`src/rtl/estagio_id_ex.sv`:
```
// estagio_id_ex: ID/EX skid register feeding the 8-bit ALU with writeback forwarding.
// Ports: Clock/Reset (sync, active-low); decode side EntValida/EntPronta/EntULAOp/EntRegA/EntRegB/
//   EntDadoA/EntDadoB/EntImediato/EntUsaImed; writeback EscWB/RegWB/DadoWB; Flush;
//   ALU side SaiValida/SaiPronta/ULAOp/Dado1/Dado2; sticky OpInvalida.
module estagio_id_ex #(
  parameter int LARGURA   = 8,
  parameter int NREG_BITS = 2
) (
  input  logic                 Clock,
  input  logic                 Reset,
  input  logic                 EntValida,
  output logic                 EntPronta,
  input  logic [1:0]           EntULAOp,
  input  logic [NREG_BITS-1:0] EntRegA,
  input  logic [NREG_BITS-1:0] EntRegB,
  input  logic [LARGURA-1:0]   EntDadoA,
  input  logic [LARGURA-1:0]   EntDadoB,
  input  logic [LARGURA-1:0]   EntImediato,
  input  logic                 EntUsaImed,
  input  logic                 EscWB,
  input  logic [NREG_BITS-1:0] RegWB,
  input  logic [LARGURA-1:0]   DadoWB,
  input  logic                 Flush,
  output logic                 SaiValida,
  input  logic                 SaiPronta,
  output logic [1:0]           ULAOp,
  output logic [LARGURA-1:0]   Dado1,
  output logic [LARGURA-1:0]   Dado2,
  output logic                 OpInvalida
);
  typedef struct packed {
    logic [1:0]           op;
    logic [LARGURA-1:0]   a;
    logic [LARGURA-1:0]   b;
    logic [NREG_BITS-1:0] ra;
    logic [NREG_BITS-1:0] rb;
    logic                 ui;
  } ent_t;
  ent_t m, s, m_fwd, s_fwd, ent_in;
  logic m_valid, s_valid, accept, consume;
  assign EntPronta = Reset & ~s_valid;
  assign accept    = EntValida & EntPronta;
  assign consume   = m_valid & SaiPronta;
  assign SaiValida = m_valid;
  assign ULAOp     = m.op;
  assign Dado1     = m.a;
  assign Dado2     = m.b;
  // Held entries keep their source registers so a later writeback can still refresh them;
  // an immediate operand 2 is never a register value and must not be overwritten.
  always_comb begin
    m_fwd    = m;
    m_fwd.a  = (EscWB && RegWB == m.ra) ? DadoWB : m.a;
    m_fwd.b  = (EscWB && !m.ui && RegWB == m.rb) ? DadoWB : m.b;
    s_fwd    = s;
    s_fwd.a  = (EscWB && RegWB == s.ra) ? DadoWB : s.a;
    s_fwd.b  = (EscWB && !s.ui && RegWB == s.rb) ? DadoWB : s.b;
    ent_in.op = EntULAOp;
    ent_in.ra = EntRegA;
    ent_in.rb = EntRegB;
    ent_in.ui = EntUsaImed;
    ent_in.a  = (EscWB && RegWB == EntRegA) ? DadoWB : EntDadoA;
    ent_in.b  = EntUsaImed ? EntImediato : ((EscWB && RegWB == EntRegB) ? DadoWB : EntDadoB);
  end
  always_ff @(posedge Clock) begin
    if (!Reset) begin
      m          <= '0;
      s          <= '0;
      m_valid    <= 1'b0;
      s_valid    <= 1'b0;
      OpInvalida <= 1'b0;
    end else if (Flush) begin
      m_valid <= 1'b0;
      s_valid <= 1'b0;
    end else if (!m_valid || consume) begin
      // Main register is free this edge: the skid entry has priority over new input,
      // and EntPronta is already low whenever the skid is full.
      if (s_valid) begin
        m          <= s_fwd;
        m_valid    <= 1'b1;
        s_valid    <= 1'b0;
        OpInvalida <= OpInvalida | (s.op == 2'b11);
      end else if (accept) begin
        m          <= ent_in;
        m_valid    <= 1'b1;
        OpInvalida <= OpInvalida | (EntULAOp == 2'b11);
      end else begin
        m_valid <= 1'b0;
      end
    end else begin
      m <= m_fwd;
      if (s_valid) s <= s_fwd;
      if (accept) begin
        s       <= ent_in;
        s_valid <= 1'b1;
      end
    end
  end
endmodule

```
`config.mk`:
```
export PLATFORM = sky130hd
export DESIGN_NAME = estagio_id_ex
export DESIGN_NICKNAME = d
export VERILOG_FILES = /design/src/rtl/estagio_id_ex.sv
export SDC_FILE = /design/constraint.sdc
export NUM_CORES = 1
export LEC_CHECK = 0
export CAP_MARGIN = 20
export CORE_UTILIZATION = 28
export DETAILED_ROUTE_END_ITERATION = 7
export PLACE_DENSITY = 0.51
export SETUP_SLACK_MARGIN = 0.2
export SLEW_MARGIN = 20
export SYNTH_ARGS = -nofsm -noshare
export SYNTH_HDL_FRONTEND = slang
export SYNTH_SLANG_ARGS = --single-unit
```
`constraint.sdc`:
```
create_clock -name Clock -period 2.15 [get_ports Clock]
set_input_delay 0.43 -clock Clock [delete_from_list [all_inputs] [get_ports Clock]]
set_output_delay 0.43 -clock Clock [all_outputs]
set_load 0.005 [all_outputs]
```
==> flow_summary_export.csv <==
group,metric,value,unit
logic_synthesis,yosysTopAreaCell,"dfxtp_1",
placement,hpwl,7390,um
power_and_ir_drop,power_leakage,1.94,nW
logic_synthesis,netlist_area,3210,um2
timing,post-route-period-util,88.5,%
route,routedLengthMet1,4840,um
route,top_layer,"met4",
route,drc,0,
route,drtPass1Iterations,5,
route,met2WireLength,4410,um
logic_synthesis,ys_types,50,
global_route,grt_pass1_vias,3004,
logic_synthesis,ys_top_cells_by_area,"dfxtp_1 (31%), mux2i_1 (5.0%), a31oi_1 (4.5%), buf_4 (4.4%), nand2_1 (4.1%)",
route,drt_iter0_markers,154,
logic_synthesis,netlist_instances,377,
logic_synthesis,yosysTopAreaCellShare,30.6,%
cts,clk_latency,0.29,ns
cts,tritoncts,"built",
layout,final_area,4630,um2
cts,clock-sinks,49,
placement,placed_cell_area,4230,um2
layout,regArea,981,um2
global_route,grt_max_degree,27,
global_route,overflow,0,
timing,fin_crit,1.90,ns
layout,multi_input_comb_area,2000,um2
logic_synthesis,synth_fp_nets,424,
placement,dp.cells,594,
timing,max_freq,526,MHz
setup_path,crit_fanout,12,
run_status,status,"completed",
logic_synthesis,ys_warn_count,0,
logic_synthesis,synthTopCellsByCount,"dfxtp_1 (49), nand2_1 (35), a31oi_1 (23), inv_1 (23), buf_4 (19)",
cts,root_buffer,"clkbuf_16",
logic_synthesis,avgSynthCellArea,8.51,um2
floorplanning,dieWidth,109,um
power_and_ir_drop,power_density,541,nW/um2
cts,cts_buffers,5,
route,vias,3142,
layout,fin_nets,514,
timing,slew_headroom,76.8,%
setup_path,critPathKind,"primary input to register",
layout,final_util,42.1,%
logic_synthesis,synth_enable_flop_cells,0,
cts,clk_pin_slew_worst_paths,0.07,ns
timing,finClkSkew,0.00624,ns
route,final_antenna_net_count,0,
layout,diodes,0,
floorplanning,io_pins,68,
logic_synthesis,synth-main-ff-cell,"dfxtp_1",
setup_path,critPathCaptureType,"register",
timing,worstMarginPinSlew,0.346,ns
setup_path,crit_required,2.39,ns
global_route,antenna_found_initial,0,
cts,clock_path_buffers,2,
power_and_ir_drop,peakVddDrop,340,uV
timing,final_hold_viol_count,0,
cts,cts.htree.levels,2,
layout,n_fill_cell,1103,
timing,whs,0.478,ns
layout,drive_gt1_share,20.9,%
floorplanning,die_h,109,um
logic_synthesis,synthArstFlopShare,0,%
setup_path,cp.arrival,2.14,ns
route,vias_per_cell,5.17,
logic_synthesis,synth-seq-cells,49,
timing,rsz0062_at_grt,"no",
flow_run,maxCapViolations,0,
placement,post-place-ws,-0.332,ns
setup_path,startpoint_type,"primary input",
min_path,hp-class,"register to register",
route,dr_wl_met3,653,um
placement,routabilityCongestion,0.769,
global_route,grt_pass1_wl,16200,um
timing,setup_tns,0,ns
logic_synthesis,yosysSeqAreaShare,30.6,%
placement,portBuffers,67,
global_route,track_usage,17.7,%
route,wl,10000,um
floorplanning,coreArea,11000,um2
floorplanning,die_area,11900,um2
timing,setup_viol,0,
floorplanning,start_util,29.2,%
power_and_ir_drop,power,2.50,mW
timing,maxSlewViolCount,0,
route,wl_per_cell,16.5,um
logic_synthesis,synth.most_common_cell,"dfxtp_1",
timing,setup_ws,0.247,ns
layout,fin_cells,608,
layout,syn_to_final_growth,44.1,%
floorplanning,fp-row-count,38,
-- cells by family (layout without fill, tap and decap cells) --
logic type,after synthesis,in the layout,share of synthesized area (%)
AO/OA/AOI/OAI,152,152,34.7
AND/OR/NAND/NOR,78,78,12.4
buffers and inverters,68,158,11.6
flip-flops,49,49,30.6
multiplexers,16,16,4.99
XOR/XNOR,14,15,5.81
-- metal layers --
| metal | up-vias | global-route usage [%] |
|---|---|---|
| li1 | 1569 | - |
| met1 | 1458 | 25.6 |
| met2 | 107 | 26.7 |
| met3 | 8 | 3.29 |
| met4 | 0 | 4.54 |
| met5 | - | 0 |
-- report_power, final --
part	internal (mW)	switching, mW	leakage, nW
Combinational	0.323	0.280	1.45
Sequential	0.941	0.0196	0.398
Clock	0.582	0.356	0.0841
-- sequential cells by signal (all words and copies together) (netlist names) --
register,count
Dado1,8
Dado2,8
OpInvalida,1
SaiValida,1
ULAOp,2
m,5
s,23
s_valid,1
-- cell usage in the layout, fill, tap and decap left out, drive strengths merged, types with 2 or more instances in the layout --
cell type,n
nand2,36
a22oi,7
and3,3
o22ai,8
clkbuf,7
o31ai,4
nor3,2
a211o,14
a41o,9
a31oi,23
nand2b,3
or3,2
xor2,4
inv,22
nor2,11
buf,59
xnor2,11
dfxtp,49
a21boi,9
clkdlybuf4s50,62
a21o,2
nand3,6
nand4,2
o21ai,23
a21oi,18
nor2b,5
mux2i,16
dlymetal6s2s,4
o221ai,8
o211a,7
a211oi,14
nor4,7
-- worst paths after layout --
check,startpoint,end,slack (ns),cells after the start
setup / recovery,Flush,Dado1[4]$_SDFFE_PN0P_,0.25,7
hold reg to reg,OpInvalida$_SDFFE_PN0P_,OpInvalida$_SDFFE_PN0P_,0.48,1
setup reg to reg,s_valid$_SDFFE_PP0P_,Dado2[5]$_SDFFE_PN0P_,0.38,6
hold / removal,OpInvalida$_SDFFE_PN0P_,OpInvalida$_SDFFE_PN0P_,0.48,1
-- final cells by class --
cell class	instances	share of cell area [%]
Multi-Input combinational cell	261	43.3
Timing Repair Buffer	126	25.9
Sequential cell	49	21.2
Tap cell	140	3.79
Clock buffer	7	3.08
Inverter	24	2.03
Clock inverter	1	0.649
-- worst max-delay path: stages --
cell and delay [ns]:
clkdlybuf4s50_1 0.49, buf_4 0.17, or3_1 0.48, o31ai_4 0.12, buf_12 0.17, mux2i_1 0.18, a21o_1 0.10
-- timing repair --
item	CTS	global route
setup endpoints to repair	26	30
resized for setup	11	20
pin swaps	3	5
cloned	0	1
setup buffers	3	2
hold buffers	0	0
Note: power is estimated with default switching activity, not from simulation.
